## src/rtl/cmd_proto_pkg.sv

```systemverilog
// Protocol constants, parser state encoding and reply packet types shared
// by the command responder and its reply buffer.
package cmd_proto_pkg;

  localparam logic [7:0] OP_READ  = 8'h01;
  localparam logic [7:0] OP_WRITE = 8'h02;
  localparam logic [7:0] OP_PING  = 8'h03;

  localparam logic [7:0] RPL_PING = 8'hA5;
  localparam logic [7:0] RPL_ERR  = 8'hEE;

  localparam int REPLY_MAX   = 6;
  localparam int REPLY_LEN_W = $clog2(REPLY_MAX + 1);

  // Byte 0 of a packet is element [0], i.e. the first byte sent.
  typedef logic [REPLY_MAX-1:0][7:0] reply_pkt_t;

  typedef enum logic [3:0] {
    ST_IDLE,
    ST_ADDR,
    ST_DATA0,
    ST_DATA1,
    ST_DATA2,
    ST_DATA3,
    ST_EXEC,
    ST_RDWAIT,
    ST_REPLY
  } parser_state_t;

  // States in which the parser is still collecting bytes of a command.
  function automatic logic is_cmd_state(parser_state_t s);
    return (s == ST_ADDR) || (s == ST_DATA0) || (s == ST_DATA1) ||
           (s == ST_DATA2) || (s == ST_DATA3);
  endfunction

endpackage

```

## src/rtl/cmd_responder_if.sv

```systemverilog
// Byte-stream, reply and register-bus signals of the command responder.
// The host side (FX2 logic / register block) uses master, the responder uses slave.
interface cmd_responder_if #(
  parameter int ADDR_W = 8
);

  logic              cmd_wr;
  logic [7:0]        cmd;
  logic [7:0]        reply;
  logic              reply_rdy;
  logic              reply_ack;
  logic              reply_end;
  logic [ADDR_W-1:0] reg_addr;
  logic [31:0]       reg_wdata;
  logic              reg_wr;
  logic              reg_rd;
  logic [31:0]       reg_rdata;
  logic [7:0]        cmd_dropped;

  modport master (
    output cmd_wr,
    output cmd,
    output reply_ack,
    output reg_rdata,
    input  reply,
    input  reply_rdy,
    input  reply_end,
    input  reg_addr,
    input  reg_wdata,
    input  reg_wr,
    input  reg_rd,
    input  cmd_dropped
  );

  modport slave (
    input  cmd_wr,
    input  cmd,
    input  reply_ack,
    input  reg_rdata,
    output reply,
    output reply_rdy,
    output reply_end,
    output reg_addr,
    output reg_wdata,
    output reg_wr,
    output reg_rd,
    output cmd_dropped
  );

endinterface

```

## src/rtl/cmd_responder_reply_buf.sv

```systemverilog
// Load-and-shift reply buffer: holds up to REPLY_MAX bytes, presents byte 0
// and shifts one byte per acknowledge until the length count reaches zero.
module reply_buf
  import cmd_proto_pkg::*;
(
  input  logic                   fx2_clk,
  input  logic                   reset,
  input  logic                   load,
  input  reply_pkt_t             load_data,
  input  logic [REPLY_LEN_W-1:0] load_len,
  input  logic                   ack,
  output logic [7:0]             reply,
  output logic                   reply_rdy,
  output logic                   reply_end
);

  reply_pkt_t             data_q;
  logic [REPLY_LEN_W-1:0] len_q;

  always_ff @(posedge fx2_clk) begin
    if (reset) begin
      data_q <= '0;
      len_q  <= '0;
    end else if (load) begin
      data_q <= load_data;
      len_q  <= load_len;
    end else if (ack && (len_q != '0)) begin
      // Acks with an empty buffer fall through here and are ignored.
      data_q <= {8'h00, data_q[REPLY_MAX-1:1]};
      len_q  <= len_q - REPLY_LEN_W'(1);
    end
  end

  assign reply     = data_q[0];
  assign reply_rdy = (len_q != '0);
  assign reply_end = (len_q == REPLY_LEN_W'(1));

endmodule

```

## src/rtl/cmd_responder.sv

```systemverilog
// FX2 command parser: decodes READ/WRITE/PING byte streams, drives the register
// bus and queues a reply packet. Build option REPLY_TIMEOUT_EN abandons stalled commands.
//
// state      | meaning
// ST_IDLE    | waiting for an opcode byte
// ST_ADDR    | waiting for the address byte
// ST_DATA0-3 | collecting write data, least significant byte first
// ST_EXEC    | one-cycle reg_wr or reg_rd strobe
// ST_RDWAIT  | reg_rdata valid, captured straight into the reply
// ST_REPLY   | reply bytes presented until the last one is acked
module cmd_responder
  import cmd_proto_pkg::*;
#(
  parameter int TIMEOUT_CYCLES = 65535,
  parameter int ADDR_W         = 8
) (
  input logic            fx2_clk,
  input logic            reset,
  cmd_responder_if.slave bus
);

  parser_state_t          state_q;
  parser_state_t          state_d;
  logic                   is_write_q;
  logic [ADDR_W-1:0]      addr_q;
  logic [31:0]            wdata_q;
  logic [7:0]             drop_q;
  logic                   wr_pulse;
  logic                   rd_pulse;
  logic                   buf_load;
  reply_pkt_t             buf_data;
  logic [REPLY_LEN_W-1:0] buf_len;
  logic                   reply_end_w;
  logic                   accept;

  // Bytes are only taken in IDLE and the command-collecting states.
  assign accept = bus.cmd_wr && ((state_q == ST_IDLE) || is_cmd_state(state_q));

`ifdef REPLY_TIMEOUT_EN
  localparam int TMO_W = (TIMEOUT_CYCLES > 1) ? $clog2(TIMEOUT_CYCLES) : 1;

  logic [TMO_W-1:0] tmo_q;
  logic             tmo_expired;

  always_ff @(posedge fx2_clk) begin
    if (reset) begin
      tmo_q <= TMO_W'(TIMEOUT_CYCLES - 1);
    end else if (accept) begin
      tmo_q <= TMO_W'(TIMEOUT_CYCLES - 1);
    end else if (is_cmd_state(state_q) && (tmo_q != '0)) begin
      tmo_q <= tmo_q - TMO_W'(1);
    end
  end

  assign tmo_expired = is_cmd_state(state_q) && !bus.cmd_wr && (tmo_q == '0);
`else
  // Without the timeout the parser waits forever, so the limit is not used.
  logic unused_tmo_cfg;
  assign unused_tmo_cfg = (TIMEOUT_CYCLES != 0);
`endif

  always_ff @(posedge fx2_clk) begin
    if (reset) begin
      state_q <= ST_IDLE;
    end else begin
      state_q <= state_d;
    end
  end

  always_comb begin
    state_d  = state_q;
    wr_pulse = 1'b0;
    rd_pulse = 1'b0;
    buf_load = 1'b0;
    buf_data = '0;
    buf_len  = '0;
    case (state_q)
      ST_IDLE: begin
        if (bus.cmd_wr) begin
          if ((bus.cmd == OP_READ) || (bus.cmd == OP_WRITE)) begin
            state_d = ST_ADDR;
          end else begin
            state_d     = ST_REPLY;
            buf_load    = 1'b1;
            buf_len     = REPLY_LEN_W'(1);
            buf_data[0] = (bus.cmd == OP_PING) ? RPL_PING : RPL_ERR;
          end
        end
      end
      ST_ADDR: begin
        if (bus.cmd_wr) begin
          state_d = is_write_q ? ST_DATA0 : ST_EXEC;
        end
      end
      ST_DATA0: if (bus.cmd_wr) state_d = ST_DATA1;
      ST_DATA1: if (bus.cmd_wr) state_d = ST_DATA2;
      ST_DATA2: if (bus.cmd_wr) state_d = ST_DATA3;
      ST_DATA3: if (bus.cmd_wr) state_d = ST_EXEC;
      ST_EXEC: begin
        if (is_write_q) begin
          wr_pulse    = 1'b1;
          state_d     = ST_REPLY;
          buf_load    = 1'b1;
          buf_len     = REPLY_LEN_W'(2);
          buf_data[0] = OP_WRITE;
          buf_data[1] = 8'(addr_q);
        end else begin
          rd_pulse = 1'b1;
          state_d  = ST_RDWAIT;
        end
      end
      ST_RDWAIT: begin
        state_d     = ST_REPLY;
        buf_load    = 1'b1;
        buf_len     = REPLY_LEN_W'(REPLY_MAX);
        buf_data[0] = OP_READ;
        buf_data[1] = 8'(addr_q);
        buf_data[2] = bus.reg_rdata[7:0];
        buf_data[3] = bus.reg_rdata[15:8];
        buf_data[4] = bus.reg_rdata[23:16];
        buf_data[5] = bus.reg_rdata[31:24];
      end
      ST_REPLY: begin
        if (bus.reply_ack && reply_end_w) begin
          state_d = ST_IDLE;
        end
      end
      default: state_d = ST_IDLE;
    endcase
`ifdef REPLY_TIMEOUT_EN
    if (tmo_expired) begin
      state_d = ST_IDLE;
    end
`endif
  end

  always_ff @(posedge fx2_clk) begin
    if (reset) begin
      is_write_q <= 1'b0;
      addr_q     <= '0;
      wdata_q    <= '0;
      drop_q     <= '0;
    end else if (bus.cmd_wr) begin
      case (state_q)
        ST_IDLE:  is_write_q     <= (bus.cmd == OP_WRITE);
        ST_ADDR:  addr_q         <= ADDR_W'(bus.cmd);
        ST_DATA0: wdata_q[7:0]   <= bus.cmd;
        ST_DATA1: wdata_q[15:8]  <= bus.cmd;
        ST_DATA2: wdata_q[23:16] <= bus.cmd;
        ST_DATA3: wdata_q[31:24] <= bus.cmd;
        default: begin
          if (drop_q != 8'hFF) begin
            drop_q <= drop_q + 8'd1;
          end
        end
      endcase
    end
  end

  reply_buf u_reply_buf (
    .fx2_clk   (fx2_clk),
    .reset     (reset),
    .load      (buf_load),
    .load_data (buf_data),
    .load_len  (buf_len),
    .ack       (bus.reply_ack),
    .reply     (bus.reply),
    .reply_rdy (bus.reply_rdy),
    .reply_end (reply_end_w)
  );

  assign bus.reply_end   = reply_end_w;
  assign bus.reg_addr    = addr_q;
  assign bus.reg_wdata   = wdata_q;
  assign bus.reg_wr      = wr_pulse;
  assign bus.reg_rd      = rd_pulse;
  assign bus.cmd_dropped = drop_q;

endmodule

```

## src/flat_wrapper.sv

```systemverilog
// flat-port wrapper written by rule: the top's interface ports become plain ports
module cmd_responder_flat import cmd_proto_pkg::*;
#(
  parameter int TIMEOUT_CYCLES = 65535,
  parameter int ADDR_W         = 8
)
  (fx2_clk, reset, bus_cmd_wr, bus_cmd, bus_reply_ack, bus_reg_rdata, bus_reply, bus_reply_rdy, bus_reply_end, bus_reg_addr, bus_reg_wdata, bus_reg_wr, bus_reg_rd, bus_cmd_dropped);
  cmd_responder_if #(.ADDR_W(ADDR_W)) bus_i ();
  input logic fx2_clk;
  input logic reset;
  input wire logic [$bits(bus_i.cmd_wr)-1:0] bus_cmd_wr;
  input wire logic [$bits(bus_i.cmd)-1:0] bus_cmd;
  input wire logic [$bits(bus_i.reply_ack)-1:0] bus_reply_ack;
  input wire logic [$bits(bus_i.reg_rdata)-1:0] bus_reg_rdata;
  output wire logic [$bits(bus_i.reply)-1:0] bus_reply;
  output wire logic [$bits(bus_i.reply_rdy)-1:0] bus_reply_rdy;
  output wire logic [$bits(bus_i.reply_end)-1:0] bus_reply_end;
  output wire logic [$bits(bus_i.reg_addr)-1:0] bus_reg_addr;
  output wire logic [$bits(bus_i.reg_wdata)-1:0] bus_reg_wdata;
  output wire logic [$bits(bus_i.reg_wr)-1:0] bus_reg_wr;
  output wire logic [$bits(bus_i.reg_rd)-1:0] bus_reg_rd;
  output wire logic [$bits(bus_i.cmd_dropped)-1:0] bus_cmd_dropped;
  assign bus_i.cmd_wr = bus_cmd_wr;
  assign bus_i.cmd = bus_cmd;
  assign bus_i.reply_ack = bus_reply_ack;
  assign bus_i.reg_rdata = bus_reg_rdata;
  assign bus_reply = bus_i.reply;
  assign bus_reply_rdy = bus_i.reply_rdy;
  assign bus_reply_end = bus_i.reply_end;
  assign bus_reg_addr = bus_i.reg_addr;
  assign bus_reg_wdata = bus_i.reg_wdata;
  assign bus_reg_wr = bus_i.reg_wr;
  assign bus_reg_rd = bus_i.reg_rd;
  assign bus_cmd_dropped = bus_i.cmd_dropped;
  cmd_responder #(.TIMEOUT_CYCLES(TIMEOUT_CYCLES), .ADDR_W(ADDR_W)) u_core (.fx2_clk(fx2_clk), .reset(reset), .bus(bus_i));
endmodule
```

## config.mk

```make
export PLATFORM = sky130hd
export DESIGN_NAME = cmd_responder_flat
export DESIGN_NICKNAME = d
export VERILOG_FILES = /design/src/rtl/cmd_proto_pkg.sv /design/src/rtl/cmd_responder_if.sv /design/src/rtl/cmd_responder_reply_buf.sv /design/src/rtl/cmd_responder.sv /design/src/flat_wrapper.sv
export SDC_FILE = /design/constraint.sdc
export NUM_CORES = 1
export LEC_CHECK = 0
export BUFFER_PORTS_ARGS = -buffer_cell sky130_fd_sc_hd__buf_2
export CAP_MARGIN = 20
export CORE_MARGIN = 4
export CORE_UTILIZATION = 50
export CTS_CLUSTER_DIAMETER = 60
export DETAILED_ROUTE_END_ITERATION = 8
export PLACE_DENSITY = 0.77
export SYNTH_ARGS = -nofsm -noshare
export SYNTH_HDL_FRONTEND = slang
export SYNTH_HIERARCHICAL = 1
export SYNTH_SLANG_ARGS = --single-unit
export TNS_END_PERCENT = 100
```

## constraint.sdc

```tcl
create_clock -name fx2_clk -period 2.3 [get_ports fx2_clk]
set_input_delay 0 -clock fx2_clk [delete_from_list [all_inputs] [get_ports fx2_clk]]
set_output_delay 0 -clock fx2_clk [all_outputs]
set_load 0.03 [all_outputs]
```

==> impl_metrics.yaml <==
drt:
  drtPass1Iterations: 5
  postRouteWirelength_mm: 13.0
  dr_total_vias: 4545
  viasPerCell: 5.51
  initialDrtViolationCount: 325
  postRouteAntennaNets: 0
  post_drt_wl_per_cell_um: 15.8
  drc_errors: 0
synth:
  synth_edf_count: 0
  yosysSeqAreaShare: 0.391
  synthesis.nets: 646
  yosys_warnings: 6
  ys.flop_type: "dfxtp_1"
  ys_top_cells_by_count: "104 x dfxtp_1, 79 x nor2_1, 46 x nor2b_1"
  synth_most_common_cell: "dfxtp_1"
  async_flop_share: 0
  synth.area.top_cells: "dfxtp_1 39%, a2111oi_2 6.5%, mux2i_1 6.4%"
  synth_area_um2: 5330
  postSynthRegisterBits: 104
  syn_inst: 598
  avgSynthCellArea_um2: 8.91
  yosysTopAreaCell: "dfxtp_1"
  synth_top_area_share: 0.391
  ys_types: 56
clock_network:
  cts_num_sinks: 104
  clockBufferDepth: 2
  clock_latency_ps: 380
  cts_tree: "built"
  path_clk_slew_ps: 110
  cts_buffers: 9
  htreeDepth: 3
  clock_tree.root_cell: "clkbuf_8"
global_routing:
  busiest_layer: "met2"
  grt_antenna_before_repair: 0
  grt_overflow: 0
  gr-usage-met3: 0.0469
  grt.total_usage: 0.206
  grt_pass1_vias: 4314
  grt_pass1_wl_mm: 21.3
  met1_usage: 0.266
  grt_start_max_net_pins: 57
  grt_use_met2: 0.343
sta:
  layout_worst_path_cycle_share: 0.962
  slew_violations: 0
  skew_ps: 12.2
  setup_viol: 0
  worst_pin_slew_ps: 637
  hold_violations: 0
  hold_slack_ps: 33.4
  fin_crit_ps: 2210
  maxSlewHeadroom: 0.575
  final.setup.worst_slack_ps: 87.0
  max_freq_mhz: 452
setup_path:
  critical-path-max-stage-delay_ps: 540
  arrival_ps: 2480
  critical-path-slowest-cell: "dlygate4sd3_1"
  endpoint_kind: "flop"
  crit_start: "bus_cmd[5]"
  critPathBufInv: 5
  cp_max_fo: 56
  crit_required_ps: 2570
  crit_family: "buffers and inverters"
  crit_chain: "dlygate4sd3_1, buf_2, nor4_4, a311oi_2, nor2_2, inv_2, buf_12, buf_4, nor2b_1, a2111oi_0"
  start_kind: "input pin"
  critPathKind: "in2reg"
  r2r_start: "u_core/state_q[1]"
placement:
  gp_congestion: 0.855
  io_buffers: 103
  dpl.hpwl_mm: 8.68
  dp_cells: 794
  post-place-ws_ps: 233
flow_run:
  drv_cap: 0
power:
  power_mw: 4.02
  leakage_nw: 2.56
  p_per_area_nw_per_um2: 646
  vdd_drop_max_mv: 0.310
die:
  die_y_um: 111
  die_area_um2: 12400
  initial_core_util: 0.514
  rows: 37
  io_pins: 104
  core-area_um2: 10400
  die_x_um: 111
cells_and_area:
  stdcell_count: 825
  antenna_cells: 0
  nets: 732
  utilization: 0.600
  fillCellCount: 918
  drive_gt1_frac: 0.260
  synthToLayoutAreaGrowth_pct: 16.8
worst_hold_path:
  hold_start: "bus_reg_rdata[27]"
  min_path_type: "in2reg"
status:
  outcome: "complete, no violations"
==> path summary, 6_finish.rpt <==
kind / end / depth (start not counted) / slack [ps]
min: u_core/u_reply_buf/data_q[43] / 4 / 30
max: u_core/u_reply_buf/data_q[32] / 10 / 90
min reg2reg: u_core/bus.reg_wdata[21] / 2 / 470
max reg2reg: u_core/u_reply_buf/data_q[28] / 8 / 180
==> layout make-up <==
class / count / area, um2 / share of cell area
clock buffer: 9 / 124 / 0.0199
sequential: 104 / 2080 / 0.335
multi-input combinational: 418 / 2860 / 0.460
clock inverter: 7 / 92.6 / 0.0149
tap: 136 / 170 / 0.0273
timing repair buffer: 138 / 841 / 0.135
inverter: 13 / 48.8 / 0.00784
==> logic make-up (layout without fill, tap and decap cells) <==
| logic type | count (synthesis) | in the layout | share of synthesized area |
|---|---|---|---|
| DFF | 104 | 104 | 0.391 |
| and+or+nand+nor | 257 | 257 | 0.259 |
| other | 1 | 1 | 0.000704 |
| xor gates and xnor gates | 3 | 3 | 0.00493 |
| AOI/OAI and AO/OA | 117 | 117 | 0.194 |
| adders and majority gates | 4 | 4 | 0.00939 |
| muxes | 36 | 36 | 0.0681 |
| buffers and inverters | 76 | 167 | 0.0735 |
==> stage by stage <==
stage | TNS, ps | cell area (um2)
4_1_cts | 0 | 6210
5_1_grt | -49.3 | 6220
2_1_floorplan | 0 | 5330
3_5_place_dp | 0 | 5850
6_report | 0 | 6220
3_3_place_gp | 0 | 5850
==> where the power goes <==
group	switching, mW	internal [mW]
logic	0.528	0.317
registers	0.0381	1.90
clock network	0.700	0.534
total	1.27	2.75
==> per-layer routing <==
metal / part of all wire / wire, um
met2: 0.49 / 6380
met1: 0.44 / 5730
met3: 0.053 / 696
met5: 0 / 0
met4: 0.015 / 197
==> state kept, by name (all words and copies together) (netlist names) <==
register / cells
u_core/u_reply_buf/reply: 8
u_core/u_reply_buf/len_q: 3
u_core/u_reply_buf/data_q: 40
u_core/state_q: 4
u_core/is_write_q: 1
u_core/bus.reg_wdata: 32
u_core/bus.reg_addr: 8
u_core/bus.cmd_dropped: 8
==> repair_timing <==
action	in CTS	in global routing
setup endpoints to repair	0	4
endpoints found under the hold margin	43	0
hold buffers	14	0
buffers inserted	0	1
resized for setup	0	3
==> worst register-to-register path, stage by stage, from the launching register on <==
cell       delay, ps
dfxtp_1          320
or3b_1           380
a311oi_2         280
nor2_2            90
inv_2             90
buf_12           220
nor2_1           110
and3_1           210
a2111oi_2        330
==> placed cells by master, fill, tap and decap left out, types with 2 or more instances in the layout <==
cell	instances
ha_1	4
nor2_1	78
buf_2	102
clkbuf_8	9
or2_2	3
a21boi_0	17
a21oi_1	28
nor3_1	2
a2111oi_2	23
o21ai_0	3
a211oi_1	8
mux2_2	2
a2111oi_0	4
nor2b_1	46
o211ai_1	2
buf_4	20
inv_2	2
a2111oi_1	13
nand2_1	27
nand4_1	3
inv_6	3
dlygate4sd3_1	14
nor4b_1	8
xor2_1	3
mux2i_1	34
nor2_2	2
nand3_1	13
a211o_1	9
nor4_1	4
inv_1	11
buf_12	2
and3_1	14
or3_1	3
nand3b_1	3
and2_1	40
dfxtp_1	104
Power figures use the tool's default switching activity.
